[config.mk]
export PLATFORM = sky130hd
export DESIGN_NAME = operand_mux_bcd
export DESIGN_NICKNAME = d
export VERILOG_FILES = /design/src/rtl/operand_pkg.sv /design/src/rtl/bin2bcd8.sv /design/src/rtl/operand_mux_bcd.sv
export SDC_FILE = /design/constraint.sdc
export NUM_CORES = 1
export LEC_CHECK = 0
export BUFFER_PORTS_ARGS = -buffer_cell sky130_fd_sc_hd__buf_2
export CAP_MARGIN = 20
export CORE_MARGIN = 2
export CORE_UTILIZATION = 52
export DETAILED_ROUTE_END_ITERATION = 16
export PLACE_DENSITY = 0.84
export SETUP_SLACK_MARGIN = 0.3
export SLEW_MARGIN = 20
export SYNTH_ARGS = -nofsm -noshare
export SYNTH_HDL_FRONTEND = slang
export SYNTH_SLANG_ARGS = --single-unit
[constraint.sdc]
create_clock -name i_clk -period 14.35 [get_ports i_clk]
set_input_delay 2.1525 -clock i_clk [delete_from_list [all_inputs] [get_ports i_clk]]
set_output_delay 2.1525 -clock i_clk [all_outputs]
set_load 0.02 [all_outputs]
[src/rtl/operand_pkg.sv]
// Shared widths and select encodings for the ALU operand muxes and BCD converter.
package operand_pkg;

   localparam int DATA_W = 8;
   localparam int BCD_W  = 4;

   typedef enum logic {
      SELA_REG  = 1'b0,
      SELA_ZERO = 1'b1
   } sel_a_t;

   typedef enum logic [1:0] {
      SELB_REG  = 2'b00,
      SELB_IMM  = 2'b01,
      SELB_ZERO = 2'b10,
      SELB_K    = 2'b11
   } sel_b_t;

endpackage

[src/rtl/bin2bcd8.sv]
// Combinational 8-bit binary to three-digit BCD converter (shift-add-3).
module bin2bcd8
   import operand_pkg::*;
(
   input  logic [DATA_W-1:0] i_bin,
   output logic [BCD_W-1:0]  o_hundreds,
   output logic [BCD_W-1:0]  o_tens,
   output logic [BCD_W-1:0]  o_ones
);

   // Scratch layout: [19:16] hundreds, [15:12] tens, [11:8] ones, [7:0] binary.
   logic [19:0] w_scratch;

   always_comb begin
      w_scratch = {12'd0, i_bin};
      for (int i = 0; i < DATA_W; i++) begin
         if (w_scratch[19:16] >= 4'd5) w_scratch[19:16] = w_scratch[19:16] + 4'd3;
         if (w_scratch[15:12] >= 4'd5) w_scratch[15:12] = w_scratch[15:12] + 4'd3;
         if (w_scratch[11:8]  >= 4'd5) w_scratch[11:8]  = w_scratch[11:8]  + 4'd3;
         w_scratch = w_scratch << 1;
      end
   end

   assign o_hundreds = w_scratch[19:16];
   assign o_tens     = w_scratch[15:12];
   assign o_ones     = w_scratch[11:8];

endmodule

[src/rtl/operand_mux_bcd.sv]
// ALU operand-A/B multiplexers plus BCD conversion of the ALU result,
// all outputs registered with a one-cycle latency and synchronous reset.
module operand_mux_bcd
   import operand_pkg::*;
#(
   parameter logic [DATA_W-1:0] MUXB_K = 8'h01
) (
   input  logic              i_clk,
   input  logic              i_rst,
   input  logic [DATA_W-1:0] i_reg_a,
   input  logic              i_sel_a,
   input  logic [DATA_W-1:0] i_reg_b,
   input  logic [DATA_W-1:0] i_imm,
   input  logic [1:0]        i_sel_b,
   input  logic [DATA_W-1:0] i_bin,
   output logic [DATA_W-1:0] o_op_a,
   output logic [DATA_W-1:0] o_op_b,
   output logic [BCD_W-1:0]  o_hundreds,
   output logic [BCD_W-1:0]  o_tens,
   output logic [BCD_W-1:0]  o_ones
);

   logic [DATA_W-1:0] w_op_a;
   logic [DATA_W-1:0] w_op_b;
   logic [BCD_W-1:0]  w_hundreds;
   logic [BCD_W-1:0]  w_tens;
   logic [BCD_W-1:0]  w_ones;

   logic [DATA_W-1:0] r_op_a;
   logic [DATA_W-1:0] r_op_b;
   logic [BCD_W-1:0]  r_hundreds;
   logic [BCD_W-1:0]  r_tens;
   logic [BCD_W-1:0]  r_ones;

   always_comb begin
      w_op_a = i_reg_a;
      if (sel_a_t'(i_sel_a) == SELA_ZERO) w_op_a = '0;
   end

   always_comb begin
      w_op_b = i_reg_b;
      unique case (sel_b_t'(i_sel_b))
         SELB_REG:  w_op_b = i_reg_b;
         SELB_IMM:  w_op_b = i_imm;
         SELB_ZERO: w_op_b = '0;
         SELB_K:    w_op_b = MUXB_K;
         default:   w_op_b = i_reg_b;
      endcase
   end

   bin2bcd8 u_bin2bcd8 (
      .i_bin      (i_bin),
      .o_hundreds (w_hundreds),
      .o_tens     (w_tens),
      .o_ones     (w_ones)
   );

   always_ff @(posedge i_clk) begin
      if (i_rst) begin
         r_op_a     <= '0;
         r_op_b     <= '0;
         r_hundreds <= '0;
         r_tens     <= '0;
         r_ones     <= '0;
      end else begin
         r_op_a     <= w_op_a;
         r_op_b     <= w_op_b;
         r_hundreds <= w_hundreds;
         r_tens     <= w_tens;
         r_ones     <= w_ones;
      end
   end

   assign o_op_a     = r_op_a;
   assign o_op_b     = r_op_b;
   assign o_hundreds = r_hundreds;
   assign o_tens     = r_tens;
   assign o_ones     = r_ones;

endmodule

==> impl.org, run 1 <==
** Status
- Status :: finished clean

** Cells and area
- The net count of the finished layout is a little under 300.
- Most frequent cells in the layout :: sky130_fd_sc_hd__buf_2, sky130_fd_sc_hd__dfxtp_1, sky130_fd_sc_hd__nor2_1
- Total inserted antenna cells :: 0
- Synthesis-to-finish area growth :: 20.5%
- Most common cell after layout, fill and taps aside :: sky130_fd_sc_hd__buf_2
- The post-route netlist has roughly a third of its cells at a drive strength greater than 1.
- Finished Core Util :: ~66%

** Route
- Once detail routing completed, the nets flagged for antenna violations numbered 0.
- The first detailed-routing pass ran for 4 iterations.
- After detailed routing, the number of remaining DRC violations is 0.
- The routed layout has about 1500 vias.
- After detailed routing, the average wire length per cell comes to ~12 µm.
- Final wirelength :: between 3 and 4 mm
- Mean number of vias per cell :: between 5 and 6
- Violation count after the first detailed-routing iteration :: 81

** Min path
- The path class of the tightest hold or removal check is input port to register.
- Worst hold start :: i_reg_a[6]

** CTS
- The cell sitting at the root of the clock tree is a sky130_fd_sc_hd__clkbuf_4.
- In this run the number of H-tree levels came out at 1.
- The number of hold buffers added after CTS was 0.
- Sinks on the clock net :: 26
- Clock-pin slew reported for the worst setup and hold paths after clock tree synthesis :: 120 ps
- Once the clock tree was built, the setup fixing pass inserted 0 buffers.
- Number of buffers created by CTS :: 3
- The longest clock path from root to sink contains 2 buffers.
- TritonCTS clock tree :: built
- Post-cts sizing count :: 0

** Global route
- Remaining global-route overflow :: 0
- Global-route wire length before repair :: between 5 and 6 mm
- Antenna violations before repair :: 0
- Entering global routing, the biggest net connects 16 pins.
- The via count of the first global-routing pass is around 1200.
- Total routing usage reported by global routing :: around 18%

** Synthesis
- Post-synthesis xor/xnor area fraction :: roughly 3.2%
- After technology mapping, the gate count stands at 189.
- In this run, synthesis inferred 0 flip-flops with an integrated enable.
- Synthesis inferred 26 register bits.
- Measured against the total synthesized area, the mux share comes to a little under a tenth.
- For this run, the number of Yosys warnings is 0.
- The mapped netlist covers roughly 1700 µm².
- Synthesis instantiated 55 different standard cells from the library.
- Area share of fa/ha/maj cells after synthesis :: under 10%
- Summing the areas of all compound-gate instances in the mapped netlist gives between 10% and 20% of the synthesized area.
- Sequential elements use between 30% and 40% of the synthesized area.
- A synthesized cell averages about 9 µm².
- Dominant combinational cell family by area after synthesis :: simple AND/OR/NAND/NOR gates
- Area share of and/or/nand/nor cells after synthesis :: 25.0%
- After synthesis, the share of flip-flops with an asynchronous set or reset is 0%.
- Most used flip-flop cell after synthesis :: sky130_fd_sc_hd__dfxtp_1

** Critical path
- By startpoint and endpoint, the worst setup path is classified as input port to register.
- Worst EP required :: approximately 15000 ps
- Startpoint of the most critical setup path :: i_bin[6]
- Critical path peak fanout :: 7
- Category of the worst setup path capture point :: register
- Data on the critical path arrives at its endpoint at between 6000 and 7000 ps.
- Kind of start point of the critical path :: input port

** STA
- The final-report max-slew violation count was 0.
- Final setup violation count :: 0
- Headroom to the max-slew limit came out at slightly above 40%.
- At the pin with the least slew margin, the transition time is around 870 ps.
- Setup repair after global routing left no endpoint under its margin.
- After layout, the minimum clock period comes to between 6000 and 7000 ps.
- The number of failing hold endpoints at the final stage came to 0.
- Static timing analysis puts the maximum clock frequency at ~160 MHz.
- The final critical path takes up around 45% of the cycle.
- For the final routed database, the setup TNS stands at 0 ps.

** Floorplanning
- Die area :: 3720 µm²
- For this design the top-level I/O count stands at 65.
- In this run the standard cell core region covers a little over 3000 µm².
- In this run the core area contains 20 standard-cell rows.
- The die is between 60 and 70 µm tall.
- Initial cell density of the core :: 54.8%
- Chip width :: between 60 and 70 µm

** Power
- Highest ir drop seen on vdd :: 0.0000853 V
- Power spread over the standard cell area amounts to 107 nW/µm².
- Leakage :: around 1.0 nW

** Place
- Detailed placement ended at an HPWL of about 2.8 mm.
- At the end of routability-driven placement, the weighted congestion stood at roughly 0.87.
- In this run the tool buffered the top-level ports with 62 buffer cells.

** Run
- The tool flagged a number of max-cap violations equal to 0.
==> cell usage after synthesis (all sizes together) (3+ instances only) <==
cell	count	area share, %
mux2	4	3.1
xnor2	3	2.7
o21ai	9	2.7
and2	8	3.0
clkbuf	3	0.67
a31oi	5	1.9
or2	4	1.5
a21o	3	1.8
dfxtp	26	31
nor2	26	6.1
mux2i	10	5.9
ha	10	7.4
inv	8	1.8
nor3	8	3.7
nor2b	4	1.5
buf	5	2.1
nor4b	3	1.6
nand2	8	1.8
a21oi	8	2.6
and3	3	1.1
==> through the flow <==
stage               power, mW  instances  hold slack (ps)  setup WS (ps)  area (µm²)
floorplan               0.167        190             2270           8220        1690
global placement        0.188        288             2350           7830        2010
detailed placement      0.190        288             2360           7620        2010
CTS                     0.218        291             2030           7940        2030
global route            0.231        291             2030           7480        2030
finish                  0.217        291             2040           7950        2030
==> path summary, 6_finish.rpt <==
| path | cells after the start | endpoint |
|---|---|---|
| max | 21 | o_tens[3] |
| min | 2 | o_op_a[6] |
==> power breakdown <==
part           switching, mW  internal [mW]
logic                 0.0622         0.0443
registers            0.00164         0.0805
clock network         0.0182        0.00979
total                 0.0820          0.135
==> area by class of cell <==
type,count,area (µm²)
clock buffer,3,22.5
fill,264,1040
inverter,8,30.0
multi-input combinational,148,1090
sequential,26,520
tap,44,55.1
timing repair buffer,62,310
==> cells by family after synthesis <==
family | after synthesis
AOI/OAI and AO/OA | 43
DFF | 26
other | 1
xor gates and xnor gates | 4
buffers and inverters | 16
muxes | 14
adders and majority gates | 10
and+or+nand+nor | 75
==> critical path: stages <==
cell and delay [ps]:
sky130_fd_sc_hd__buf_2 120, sky130_fd_sc_hd__inv_1 80, sky130_fd_sc_hd__ha_1 140, sky130_fd_sc_hd__inv_1 40, sky130_fd_sc_hd__ha_1 260, sky130_fd_sc_hd__a21o_4 240
sky130_fd_sc_hd__xnor2_1 320, sky130_fd_sc_hd__ha_1 330, sky130_fd_sc_hd__nor2b_1 240, sky130_fd_sc_hd__a211oi_1 110, sky130_fd_sc_hd__o21ai_0 230, sky130_fd_sc_hd__nand2_1 110
sky130_fd_sc_hd__ha_1 240, sky130_fd_sc_hd__and3b_1 190, sky130_fd_sc_hd__o311ai_1 310, sky130_fd_sc_hd__nand3_2 210, sky130_fd_sc_hd__o21a_4 280, sky130_fd_sc_hd__o32ai_2 290
sky130_fd_sc_hd__xnor2_1 240, sky130_fd_sc_hd__nand2_1 150, sky130_fd_sc_hd__mux2_1 320
==> metal layers <==
| metal | routed length, µm | global-route usage, % | up-vias | share of wire, % |
|---|---|---|---|---|
| li1 | - | - | 789 | - |
| met1 | 1470 | 21.5 | 672 | 43 |
| met2 | 1800 | 32.3 | 40 | 53 |
| met3 | 131 | 4.26 | 2 | 3.8 |
| met4 | 16 | 2.48 | 0 | 0.47 |
| met5 | 0 | 0 | - | 0 |
==> state kept, by name (all words and copies together), names as in the netlist <==
name / count
o_tens: 4
o_hundreds: 2
o_op_a: 8
o_ones: 4
o_op_b: 8
Note: power is estimated with default switching activity, not from simulation.
==> run 2: changes to the inputs <==
- ABC_AREA: unset -> 1
- CORE_UTILIZATION: 52 -> 43
- PLACE_DENSITY: 0.84 -> 0.76
- clock period: 14.35 -> 5.3 ns (I/O delays scaled with it)
==> run 2 against run 1 <==
Non-clock buffer count did not move. Cell count up 8.9%. Area after synthesis shrank 6.6%. Flip-flop and latch count is the same.
==> impl.org, run 2 <==
** Place
- Worst-case setup slack after placement :: 216 ps (was 7620 ps)
- Detailed placer's ending HPWL :: 2.41 mm (was 2.77 mm)
- PortBufs :: 62 (unchanged)
- Final GP Congestion :: 0.782 (was 0.873)

** Route
- Residual DRC :: 0 (unchanged)
- The post-detailed-route count of antenna-violating nets is 0 (unchanged).
- Routed wirelength normalized by instance count :: 9.26 µm (was 11.7 µm)
- The average via count per standard cell is 4.55 (was 5.16).
- The initial detailed-routing violation count was 43 (was 81).
- Final wirelength :: 2.94 mm (was 3.42 mm)
- Detailed-routing iteration count for the pre-antenna-repair pass :: 4 (unchanged)
- Total vias in the final route :: 1442 (was 1503)

** CTS
- The total CTS buffers is 3 (unchanged).
- The number of clock sinks seen by CTS is 26 (unchanged).
- Number of levels the H-tree was split into :: 1 (unchanged)
- The maximum buffer depth of the clock tree was 2 (unchanged).
- TritonCTS clock tree :: built (unchanged)
- Hold buffer count at cts :: 0 (unchanged)
- Clock-pin slew reported for the worst setup and hold paths after clock tree synthesis :: 130 ps (was 120 ps)
- The root buffer cell is sky130_fd_sc_hd__clkbuf_4 (unchanged).

** Global route
- The via count of the first global-routing pass was 1252 (was 1239).
- The leftover overflow at the end of global routing is 0 (unchanged).
- Global-route wire length before repair :: 5.02 mm (was 5.13 mm)
- Largest net degree at the start of global routing :: 17 (was 16)
- The number of antenna violations at the first check in global routing came to 0 (unchanged).
- Total routing usage reported by global routing :: 14.6% (was 17.7%)

** Synthesis
- The post-synthesis instance area is 1580 µm² (was 1690 µm²).
- The multiplexer fraction of the synthesized cell area is 0% (was 9.04%).
- Cell types occupying the most area after synthesis: sky130_fd_sc_hd__dfxtp_1, sky130_fd_sc_hd__nand2_1, sky130_fd_sc_hd__ha_1 (was sky130_fd_sc_hd__dfxtp_1, sky130_fd_sc_hd__ha_1, sky130_fd_sc_hd__mux2i_1).
- Mean post-synth cell area :: 7.58 µm² (was 8.93 µm²)
- The share of flip-flops with an asynchronous set or reset was 0% (unchanged).
- Sequential share of the synthesized area :: 33.0% (was 30.8%)
- The number of synthesized flops with an enable pin was 0 (unchanged).
- Area share of the largest cell type after synthesis :: 33.0% (was 30.8%)
- The xor/xnor share of the synthesized area was 1.11% (was 3.19%).
- Compound-cell area share of the yosys netlist :: 13.7% (was 19.8%)
- The count of different cell masters after synthesis is 33 (was 55).
- The simple-gate portion of the synthesized area came to 34.4% (was 25.0%).
- The adder and majority cell fraction of the synthesized area was 7.94% (was 7.41%).
- Count leader, synth :: sky130_fd_sc_hd__nand2_1 (was sky130_fd_sc_hd__dfxtp_1)
- The gate count of the mapped netlist came to 208 (was 189).
- Most frequent cells after synthesis: sky130_fd_sc_hd__nand2_1, sky130_fd_sc_hd__inv_1, sky130_fd_sc_hd__dfxtp_1 (was sky130_fd_sc_hd__dfxtp_1, sky130_fd_sc_hd__nor2_1, sky130_fd_sc_hd__ha_1, sky130_fd_sc_hd__mux2i_1, sky130_fd_sc_hd__o21ai_0).
- The count of warnings emitted by yosys was 0 (unchanged).
- The dominant combinational cell family by area after synthesis is simple AND/OR/NAND/NOR gates (unchanged).
- Flip-flop and latch count after synthesis :: 26 (unchanged)
- The post-synthesis cell type with the largest combined area was sky130_fd_sc_hd__dfxtp_1 (unchanged).
- The primary flip-flop cell chosen by synthesis mapping is sky130_fd_sc_hd__dfxtp_1 (unchanged).

** Critical path
- Worst Path Buf+Inv :: 8 (was 3)
- The data arrival at the endpoint of the critical path is 4750 ps (was 6610 ps).
- The startpoint type of the worst setup path is an input port (unchanged).
- The type of destination of the critical path is a register (unchanged).
- The startpoint-to-endpoint class of the critical path is input port to register (unchanged).
- The slowest library cell on the worst path is sky130_fd_sc_hd__or2_2 (was sky130_fd_sc_hd__ha_1).
- The maximum fanout along the worst path is 5 (was 7).
- The data required time at the worst endpoint was 5500 ps (was 14550 ps).
- The most frequent cell on the critical path is sky130_fd_sc_hd__inv_1 (was sky130_fd_sc_hd__ha_1).
- Critical Path Max Stage Delay :: 290 ps (was 330 ps)
- Family with the most delay on the worst path :: simple AND/OR/NAND/NOR gates (was compound AO/OA/AOI/OAI gates)

** STA
- Time the final worst path needs with I/O delays and setup :: 4550 ps
- The final-report max-slew violation count was 0 (unchanged).
- Dividing the final minimum period by the clock period gives 85.9%.
- Maximum clock frequency :: between 200 and 250 MHz
- The number of failing hold endpoints at the final stage came to 0 (unchanged).
- The count of endpoints failing setup in the final report came to 0 (unchanged).
- The worst path setup slack after routing was 746 ps (was 7950 ps).
- RSZ-0062 raised after global routing: false (unchanged).
- The setup TNS is 0 ps (unchanged).

** Cells and area
- Most frequent cells in the layout: sky130_fd_sc_hd__buf_2, sky130_fd_sc_hd__nand2_1, sky130_fd_sc_hd__inv_1 (was sky130_fd_sc_hd__buf_2, sky130_fd_sc_hd__dfxtp_1, sky130_fd_sc_hd__nor2_1).
- The fraction of final layout cells sized beyond drive strength 1 came to 39.5% (was 34.4%).
- The final-stage net count is 319 (was 296).
- The layout filler cell count came to 331 (was 264).
- Total inserted antenna cells :: 0 (unchanged)
- The post-synthesis to final-layout area growth is 26.1% (was 20.5%).
- Most common cell after layout, fill and taps aside :: sky130_fd_sc_hd__buf_2 (unchanged)

** Min path
- Worst hold start :: i_bin[0] (was i_reg_a[6])
- Hold worst-path end :: o_ones[0] (was o_op_a[6])
- Worst hold-check path type :: input port to register (unchanged)
- Hold depth :: 3 (was 2)

** Status
- Status :: finished clean (unchanged)

** Floorplanning
- The overall die height was 64.6 µm (was 61.0 µm).
- Initial cell density of the core :: 46.2% (was 54.8%)
- Core ar. :: 3420 µm² (was 3080 µm²)
- The total die area was 4170 µm² (was 3720 µm²).
- Count of pins on the block boundary :: 65 (unchanged)
- The number of standard-cell rows in the floorplan is 21 (was 20).
- Chip width :: 64.6 µm (was 61.0 µm)

** Run
- Max_cap viols :: 0 (unchanged)

** Power
- The worst voltage drop across the vdd grid is 0.000143 V (was 0.0000853 V).
- Leakage :: 1.10 nW (was 1.01 nW)
- Pwr per Cell Area :: 322 nW/µm² (was 107 nW/µm²)
run 2: routing by layer:
layer / wire length, µm / vias to the layer above / GRT usage [%] / part of all wire (%)
met5: 0 / - / 0 / 0
met3: 246 / 2 / 2.78 / 8.4
li1: - / 780 / - / -
met2: 1310 / 49 / 25.8 / 45
met4: 17 / 0 / 4.79 / 0.58
met1: 1360 / 611 / 17.8 / 46
run 2: how the worst max path moves through the flow:
stage	startpoint	end	slack [ps]	cells after the start
after floorplan	i_bin[6]	o_tens[2]	690	30
after global placement	i_bin[6]	o_tens[2]	300	31
after detailed placement	i_bin[6]	o_tens[2]	220	31
after CTS	i_bin[6]	o_tens[2]	540	31
after global routing	i_bin[6]	o_tens[2]	370	31
final	i_bin[6]	o_tens[2]	750	31
run 2: area by class of cell:
class / count / area (µm²) / area share (%)
flip-flops and latches: 26 / 520 / 26.2
inverters: 34 / 128 / 6.42
clock buffers: 3 / 22.5 / 1.13
well taps: 46 / 57.6 / 2.89
repair buffers: 62 / 310 / 15.6
multi-input cells: 145 / 920 / 46.3
clock inverters: 1 / 30.0 / 1.51
run 2: where the power goes:
group	internal [mW]	leakage [nW]	switching (mW)	total, mW
logic	0.104	0.861	0.183	0.287
clock network	0.0764	0.0279	0.0535	0.130
registers	0.219	0.214	0.00450	0.223
run 2: kinds of logic (layout without fill, tap and decap cells):
kind of cell / Yosys count / count (layout)
compound gates: 32 / 32
fa+ha+maj: 10 / 10
other cells: 1 / 2
flops: 26 / 26
xor+xnor: 2 / 2
simple gates: 99 / 99
buf+inv: 38 / 100
run 2: what timing repair did:
item | 4_1_cts | 5_1_grt
gates resized for setup | 0 | 3
setup buffers | 0 | 0
setup endpoints to repair | 0 | 4
run 2: per-stage QoR:
stage | instance area, µm² | power, mW | std cells | utilization (%) | hold WS, ps
floorplan | 1580 | 0.453 | 209 | - | 864
global placement | 1930 | 0.512 | 313 | 56.4 | 1000
detailed placement | 1930 | 0.516 | 313 | 56.4 | 1010
CTS | 1980 | 0.648 | 317 | 57.9 | 667
global route | 1990 | 0.693 | 317 | 58.2 | 644
finish | 1990 | 0.640 | 317 | 58.2 | 678
